### config.mk
export PLATFORM = sky130hd
export DESIGN_NAME = interrupt_ctrl
export DESIGN_NICKNAME = d
export VERILOG_FILES = /design/src/rtl/interrupt_ctrl.sv
export SDC_FILE = /design/constraint.sdc
export NUM_CORES = 1
export LEC_CHECK = 0
export BUFFER_PORTS_ARGS = -buffer_cell sky130_fd_sc_hd__buf_2
export CORE_MARGIN = 3
export CORE_UTILIZATION = 40
export DETAILED_ROUTE_END_ITERATION = 10
export MAX_ROUTING_LAYER = met4
export PLACE_DENSITY_LB_ADDON = 0.08
export RECOVER_POWER = 25
export SKIP_CTS_REPAIR_TIMING = 1
export SLEW_MARGIN = 20
export SYNTH_ARGS = -nofsm -noshare
export SYNTH_HDL_FRONTEND = slang
export SYNTH_SLANG_ARGS = --single-unit
### constraint.sdc
create_clock -name clk -period 1.2 [get_ports clk]
set_input_delay 0.24 -clock clk [delete_from_list [all_inputs] [get_ports clk]]
set_output_delay 0.24 -clock clk [all_outputs]
set_load 0.01 [all_outputs]
### src/rtl/interrupt_ctrl.sv
// interrupt_ctrl: synchronizes and edge-detects raw interrupt sources, latches
// them as pending, masks and arbitrates them by fixed priority (lowest index
// wins), and presents one request to the CPU under an int_req/int_ack
// handshake. No nesting: nothing new is requested until the CPU signals eret.
module interrupt_ctrl #(
    parameter int          NUM_SRC       = 2,
    parameter int          ID_W          = 1,
    parameter logic [31:0] VECTOR_BASE   = 32'h0000_0100,
    parameter logic [31:0] VECTOR_STRIDE = 32'h0000_0008
) (
    input  logic               clk,
    input  logic               rstn,
    input  logic [NUM_SRC-1:0] irq_in,
    input  logic               mask_we,
    input  logic [NUM_SRC-1:0] mask_wdata,
    output logic [NUM_SRC-1:0] mask,
    output logic [NUM_SRC-1:0] pending,
    output logic               int_req,
    output logic [ID_W-1:0]    int_id,
    output logic [31:0]        int_vector,
    input  logic               int_ack,
    input  logic               eret,
    output logic               in_service
);

    typedef enum logic [1:0] {
        ST_IDLE    = 2'd0,
        ST_REQ     = 2'd1,
        ST_SERVICE = 2'd2
    } state_t;

    // Synchronizer (s1, s2) plus edge-detect flop (s3) per source
    logic [NUM_SRC-1:0] r_s1;
    logic [NUM_SRC-1:0] r_s2;
    logic [NUM_SRC-1:0] r_s3;

    logic [NUM_SRC-1:0] r_pending;
    logic [NUM_SRC-1:0] r_mask;
    state_t             r_state;
    logic [ID_W-1:0]    r_id;

    state_t             w_state_next;
    logic [NUM_SRC-1:0] w_event;
    logic [NUM_SRC-1:0] w_eligible;
    logic [NUM_SRC-1:0] w_id_onehot;
    logic [NUM_SRC-1:0] w_clr;
    logic [NUM_SRC-1:0] w_pending_next;
    logic [ID_W-1:0]    w_winner;
    logic               w_any;
    logic               w_ack_take;
    logic               w_id_live;

    // Rising edge of a synchronized request is one event
    assign w_event    = r_s2 & ~r_s3;
    assign w_eligible = r_pending & r_mask;
    assign w_any      = |w_eligible;

    // int_ack only counts while a request is outstanding
    assign w_ack_take = (r_state == ST_REQ) && int_ack;

    // Per-source decode of the captured id, the ack clear and pending update.
    // A new event wins over a simultaneous clear so that event is not lost.
    generate
        for (genvar gi = 0; gi < NUM_SRC; gi++) begin : g_src
            assign w_id_onehot[gi]    = (r_id == ID_W'(gi));
            assign w_clr[gi]          = w_ack_take & w_id_onehot[gi];
            assign w_pending_next[gi] = w_event[gi] | (r_pending[gi] & ~w_clr[gi]);
        end
    endgenerate

    // The captured source is still requestable only while pending and unmasked
    assign w_id_live = |(w_id_onehot & w_eligible);

    // Two-flop synchronizer and edge-history flop; reset discards in-flight events
    always_ff @(posedge clk or negedge rstn) begin
        if (!rstn) begin
            r_s1 <= '0;
            r_s2 <= '0;
            r_s3 <= '0;
        end else begin
            r_s1 <= irq_in;
            r_s2 <= r_s1;
            r_s3 <= r_s2;
        end
    end

    // Mask register; all sources enabled out of reset
    always_ff @(posedge clk or negedge rstn) begin
        if (!rstn) begin
            r_mask <= '1;
        end else if (mask_we) begin
            r_mask <= mask_wdata;
        end
    end

    // Pending latch: set by events, cleared only by an accepted int_ack
    always_ff @(posedge clk or negedge rstn) begin
        if (!rstn) begin
            r_pending <= '0;
        end else begin
            r_pending <= w_pending_next;
        end
    end

    // Fixed-priority pick: scanning downwards leaves the lowest set index
    always_comb begin
        w_winner = '0;
        for (int i = NUM_SRC - 1; i >= 0; i--) begin
            if (w_eligible[i]) begin
                w_winner = ID_W'(i);
            end
        end
    end

    // Capture the winner on the IDLE->REQ decision; held through REQ and SERVICE
    always_ff @(posedge clk or negedge rstn) begin
        if (!rstn) begin
            r_id <= '0;
        end else if ((r_state == ST_IDLE) && w_any) begin
            r_id <= w_winner;
        end
    end

    // FSM state register
    always_ff @(posedge clk or negedge rstn) begin
        if (!rstn) begin
            r_state <= ST_IDLE;
        end else begin
            r_state <= w_state_next;
        end
    end

    // FSM next state: ack beats withdraw; no re-arbitration while in REQ
    always_comb begin
        w_state_next = r_state;
        case (r_state)
            ST_IDLE: begin
                if (w_any) begin
                    w_state_next = ST_REQ;
                end
            end
            ST_REQ: begin
                if (int_ack) begin
                    w_state_next = ST_SERVICE;
                end else if (!w_id_live) begin
                    w_state_next = ST_IDLE;
                end
            end
            ST_SERVICE: begin
                if (eret) begin
                    w_state_next = ST_IDLE;
                end
            end
            default: begin
                w_state_next = ST_IDLE;
            end
        endcase
    end

    // FSM outputs decoded from the registered state only
    always_comb begin
        int_req    = 1'b0;
        in_service = 1'b0;
        case (r_state)
            ST_REQ:     int_req    = 1'b1;
            ST_SERVICE: in_service = 1'b1;
            default: begin
                int_req    = 1'b0;
                in_service = 1'b0;
            end
        endcase
    end

    assign mask       = r_mask;
    assign pending    = r_pending;
    assign int_id     = r_id;
    // Low 32 bits only; wraps around by design
    assign int_vector = VECTOR_BASE + (32'(r_id) * VECTOR_STRIDE);

endmodule

==> qor.yml, run 1 <==
status: "finished with violations"
violations: "setup timing"
drive_above_1_share: 0.352
final_nets: 101
synth_compound_area_frac: 0.0777
fin_area_um2: 762
ys_ff_latch: 13
slowest_delay_ps: 420
setup_viol: 1
cts.clk_slew.worst_paths_ps: 80
ctsLongestPathBuffers: 2
grt_pass1_wl_um: 1430
yosysSeqAreaShare: 0.463
core_um2: 1580
timing.final.crit_share: 1.02
layout_commonest_cell: "conb_1"
postRouteAntennaNets: 0
totalWireLength_um: 1060
grt_use_total: 0.100
placed_area_um2: 677
cts_sinks: 13
hold_class: "input pin to register"
critPathCaptureType: "output port"
r2r-start: "mask[0]$_DFFE_PN1P_"
crit_path_cell_trace: "inv_2 -> nand2_2 -> inv_2 -> buf_6"
drv_cap: 0
synth_xor_area_frac: 0
path_class: "register to output port"
die_x_um: 48.1
grt_remaining_overflow: 0
port_buffers: 16
num_vias: 425
antenna_found_initial: 0
clock-root-buffer: "clkbuf_4"
power_density_nw_per_um2: 1900
num_antenna_cells: 0
crit_required_ps: 960
clk_latency_ps: 270
crit_path_start_kind: "register"
vdd_ir_drop_max_uv: 920
p_leak_nw: 0.417
multiInputGateArea_um2: 235
cts_tree: "built"
fmax_mhz: 813
dp_hpwl_um: 831
clock_skew_ps: 2.34
yosys_warnings: 0
avgRoutedWirePerCell_um: 9.93
critPathTopFamily: "flip-flops"
min_period_ps: 1230
setup_ws_ps: -29.5
report.final.slew_viol_count: 0
drtIter0Drc: 2
fill_cells: 164
tns_ps: -29.5
startpoint: "r_state[0]$_DFFE_PN0P_"
die_y_um: 48.1
synthAdderAreaFrac: 0
die-area_um2: 2310
slew_headroom: 0.547
finalHoldViolations: 0
synth_area_per_cell_um2: 10.1
cp.arrival_ps: 990
worstPathMaxFanout: 4
ys_types: 15
io_pins: 48
grt_pass1_vias: 334
area_growth_pct: 7.60
synth_top_family_by_area: "buffers and inverters"
holdCritStartpoint: "irq_in[0]"
synth_area_um2: 708
fp-row-count: 14
start_util: 0.449
cts_max_level: 1
vias_per_cell: 3.97
layout_common_cells: "conb_1 (31), buf_2 (12), dfrtp_1 (9), o21ai_0 (5)"
tightest_slew_ps: 679
gp_congestion: 0.763
syn-instance-count: 70
route.detailed.drc: 0
path_common_cell: "inv_2"
seq_area_um2: 330
rsz0062_at_grt: "true"
firstDrtPassIters: 2
yosys.area_share.simple: 0.0512
cp_slowest_cell: "dfrtp_1"
synth.area.mux_share: 0.0318
worst-path-buf-inv: 3
cts_buffers: 3
grt_start_max_net_pins: 14
power breakdown:
part	switching, mW	internal [mW]	leakage (nW)
Sequential	0.111	0.547	0.145
Combinational	0.267	0.266	0.254
Clock	0.136	0.123	0.0177
Total	0.515	0.936	0.417
cells in the mapped netlist:
cell	instances	area, um^2
buf_4	32	240
dfrtp_1	11	275
inv_1	5	18.8
o21ai_0	5	25.0
nand2_1	3	11.3
a2bb2oi_1	2	17.5
conb_1	2	7.51
dfstp_2	2	52.6
mux2_2	2	22.5
a21oi_1	1	5.00
and3b_1	1	8.76
nand3b_1	1	7.51
nor2_1	1	3.75
nor3_1	1	5.00
o21bai_1	1	7.51
final cells by class:
class,count,share of cell area
Sequential cell,13,0.433
Multi-Input combinational cell,49,0.309
Tap cell,16,0.0263
Inverter,5,0.0246
Clock inverter,1,0.00657
Clock buffer,3,0.0296
Timing Repair Buffer,20,0.171
cell families (layout without fill, tap and decap cells):
family | count (synthesis) | in the layout
flops | 13 | 13
mux | 2 | 2
buf+inv | 37 | 29
other cells | 2 | 31
simple gates | 7 | 7
compound gates | 9 | 9
registers in the layout, summed over array words and instances (netlist names):
| register | cells |
|---|---|
| int_id | 1 |
| mask | 2 |
| pending | 2 |
| r_s1 | 2 |
| r_s2 | 2 |
| r_s3 | 2 |
| r_state | 2 |
worst reg2reg max path: stages (launching register included):
cell	delay (ps)
dfstp_2	560
and3b_1	210
o21bai_1	80
a21oi_1	140
metrics by stage:
step | util | hold WS [ps] | worst slack, ps | cells | power, mW
after floorplan | - | -55.6 | 211 | 99 | 1.00
after global placement | 0.429 | 139 | 194 | 99 | 1.08
after detailed placement | 0.429 | 141 | 181 | 99 | 1.08
after CTS | 0.447 | -166 | -110 | 103 | 1.35
after global routing | 0.483 | 53.8 | -90.8 | 107 | 1.57
final | 0.483 | 70.2 | -29.5 | 107 | 1.45
worst paths after layout:
path,to,slack [ps],depth (start not counted)
max,in_service,-30,4
min,r_s1[0]$_DFF_PN0_,70,1
max reg2reg,r_state[0]$_DFFE_PN0P_,150,3
min reg2reg,r_s2[0]$_DFF_PN0_,360,0
max in group asynchronous,int_id$_DFFE_PN0P_,220,2
min in group asynchronous,pending[1]$_DFF_PN0_,510,2
per-layer routing:
metal  share of wire  wire, um  up-vias  GRT usage
met5               0         0        -          -
met4          0.0094        10        0     0.0484
met3            0.11       116        2     0.0564
met2            0.52       550       29      0.153
met1            0.36       385      194      0.103
li1                -         -      200          -
No activity file was read; power rests on OpenSTA's default activity.
==> run 2: changes to the inputs <==
==> constraint.sdc (replaced) <==
create_clock -name clk -period 1.2 [get_ports clk]
set_input_delay 0.24 -clock clk [delete_from_list [all_inputs] [get_ports clk]]
set_output_delay 0.24 -clock clk [all_outputs]
set_load 0.02 [all_outputs]
==> run 2 against run 1 <==
The flow still finishes with violations (setup timing). Sequential share of layout area is 0.42 points lower. Flip-flop and latch count unchanged. Routed wire length increased by 5.1%. Utilization up 0.48 points. Critical path type unchanged.
==> qor.yml, run 2 (synthesis results as in run 1) <==
crit_required_ps: 960  # about the same
cts_tree: "built"
drtIter0Drc: 4  # +2
die_x_um: 48.1  # unchanged
min_period_ps: 1230  # +3.64 ps
whs_ps: 66.1  # -4.15 ps
grt_remaining_overflow: 0  # unchanged
area_growth_pct: 8.66
totalWireLength_um: 1120  # +5.1%
drive_above_1_share: 0.348  # -0.00382
multiInputGateArea_um2: 233  # -1.1%
setup_viol: 2  # +1
grt_use_total: 0.0951  # -0.00491
die_y_um: 48.1  # unchanged
final_util: 0.488  # +0.00476
core_um2: 1580  # unchanged
ctsLongestPathBuffers: 2  # unchanged
timing.final.crit_share: 1.03  # +0.00303
drv_cap: 0  # unchanged
report.final.slew_viol_count: 0  # unchanged
io_pins: 48  # unchanged
clk_latency_ps: 270  # about the same
avgRoutedWirePerCell_um: 10.3  # +4.1%
crit_path_cell_trace: "inv_2 -> nand2_2 -> inv_2 -> buf_6"
cts.clk_slew.worst_paths_ps: 80  # about the same
finalHoldViolations: 0  # unchanged
dp_hpwl_um: 827  # -0.52%
firstDrtPassIters: 4  # +2
num_antenna_cells: 0  # unchanged
worstPathMaxFanout: 3  # -1
num_vias: 426  # +0.24%
vdd_ir_drop_max_uv: 961  # +4.5%
fill_cells: 153  # -6.7%
placed_area_um2: 677  # unchanged
violations: "setup timing"
power_density_nw_per_um2: 2100  # +10%
instances_no_fill: 108  # +0.93%
slowest_delay_ps: 410  # about the same
start_util: 0.449  # unchanged
antenna_found_initial: 0  # unchanged
grt_start_max_net_pins: 14  # unchanged
layout_common_cells: "conb_1 (31), buf_2 (11), dfrtp_1 (9), buf_4 (5), o21ai_0 (4)"
cp.arrival_ps: 990  # about the same
path_class: "register to output port"
slew_headroom: 0.551  # +0.00399
layout_commonest_cell: "conb_1"
fin_area_um2: 769  # +0.99%
cts_sinks: 13  # unchanged
fmax_mhz: 811  # -0.29%
path_common_cell: "inv_2"
tightest_slew_ps: 673  # -5.98 ps
p_total_mw: 1.61  # +11%
port_buffers: 16  # unchanged
setup_ws_ps: -33.2  # -3.64 ps
cp_slowest_cell: "dfrtp_1"
cts_max_level: 1  # unchanged
die-area_um2: 2310  # unchanged
grt_pass1_wl_um: 1370  # -3.9%
place_inst: 99  # unchanged
grt_pass1_vias: 315  # -5.7%
status: "finished with violations"
critPathCaptureType: "output port"
postRouteAntennaNets: 0  # unchanged
clock-root-buffer: "clkbuf_4"
crit_path_start_kind: "register"
place_ws_ps: 137  # -44.2 ps
rsz0062_at_grt: "true"
route.detailed.drc: 0  # unchanged
vias_per_cell: 3.94  # -0.69%
fp-row-count: 14  # unchanged
gp_congestion: 0.623  # -18%
seq_area_um2: 330  # unchanged
p_leak_nw: 0.423  # +1.5%
tns_ps: -45.1  # -15.6 ps
final_nets: 102  # +0.99%
clock_skew_ps: 0.920  # -1.42 ps
hold_class: "input pin to register"
cts_buffers: 3  # unchanged
==> run 2: final timing paths <==
path	start	to	slack, ps	depth (start not counted)
setup / recovery	r_state[0]$_DFFE_PN0P_	in_service	-30	4
hold / removal	irq_in[0]	r_s1[0]$_DFF_PN0_	70	1
setup reg to reg	r_state[1]$_DFFE_PN0P_	pending[1]$_DFF_PN0_	50	4
hold reg to reg	r_s1[1]$_DFF_PN0_	r_s2[1]$_DFF_PN0_	350	0
max in group asynchronous	rstn	int_id$_DFFE_PN0P_	230	2
min in group asynchronous	rstn	r_s2[0]$_DFF_PN0_	510	2
==> run 2: report_power, final <==
part           switching (mW)  total [mW]  leakage [nW]  internal, mW
Combinational           0.419       0.703         0.260         0.285
Sequential             0.0945       0.642         0.145         0.547
Clock                   0.145       0.268        0.0177         0.123
Total                   0.658        1.61         0.423         0.955
==> run 2: final cells by class <==
class                      instances  area share
clock buffer                       3      0.0293
timing repair buffer              21       0.182
multi-input combinational         49       0.302
clock inverter                     1     0.00650
sequential                        13       0.429
tap                               16      0.0260
inverter                           5      0.0244
==> run 2: worst max-delay path: cells and delay by family, from the launching register on <==
kind | cells | cell delay, ps
flip-flops | 1 | 410
buffers and inverters | 3 | 240
AND/OR/NAND/NOR | 1 | 60
==> run 2: routing by layer <==
layer | routed length (um) | global-route usage
met1 | 407 | 0.114
met3 | 132 | 0.0714
met4 | 0 | 0.0161
met5 | 0 | -
met2 | 578 | 0.129
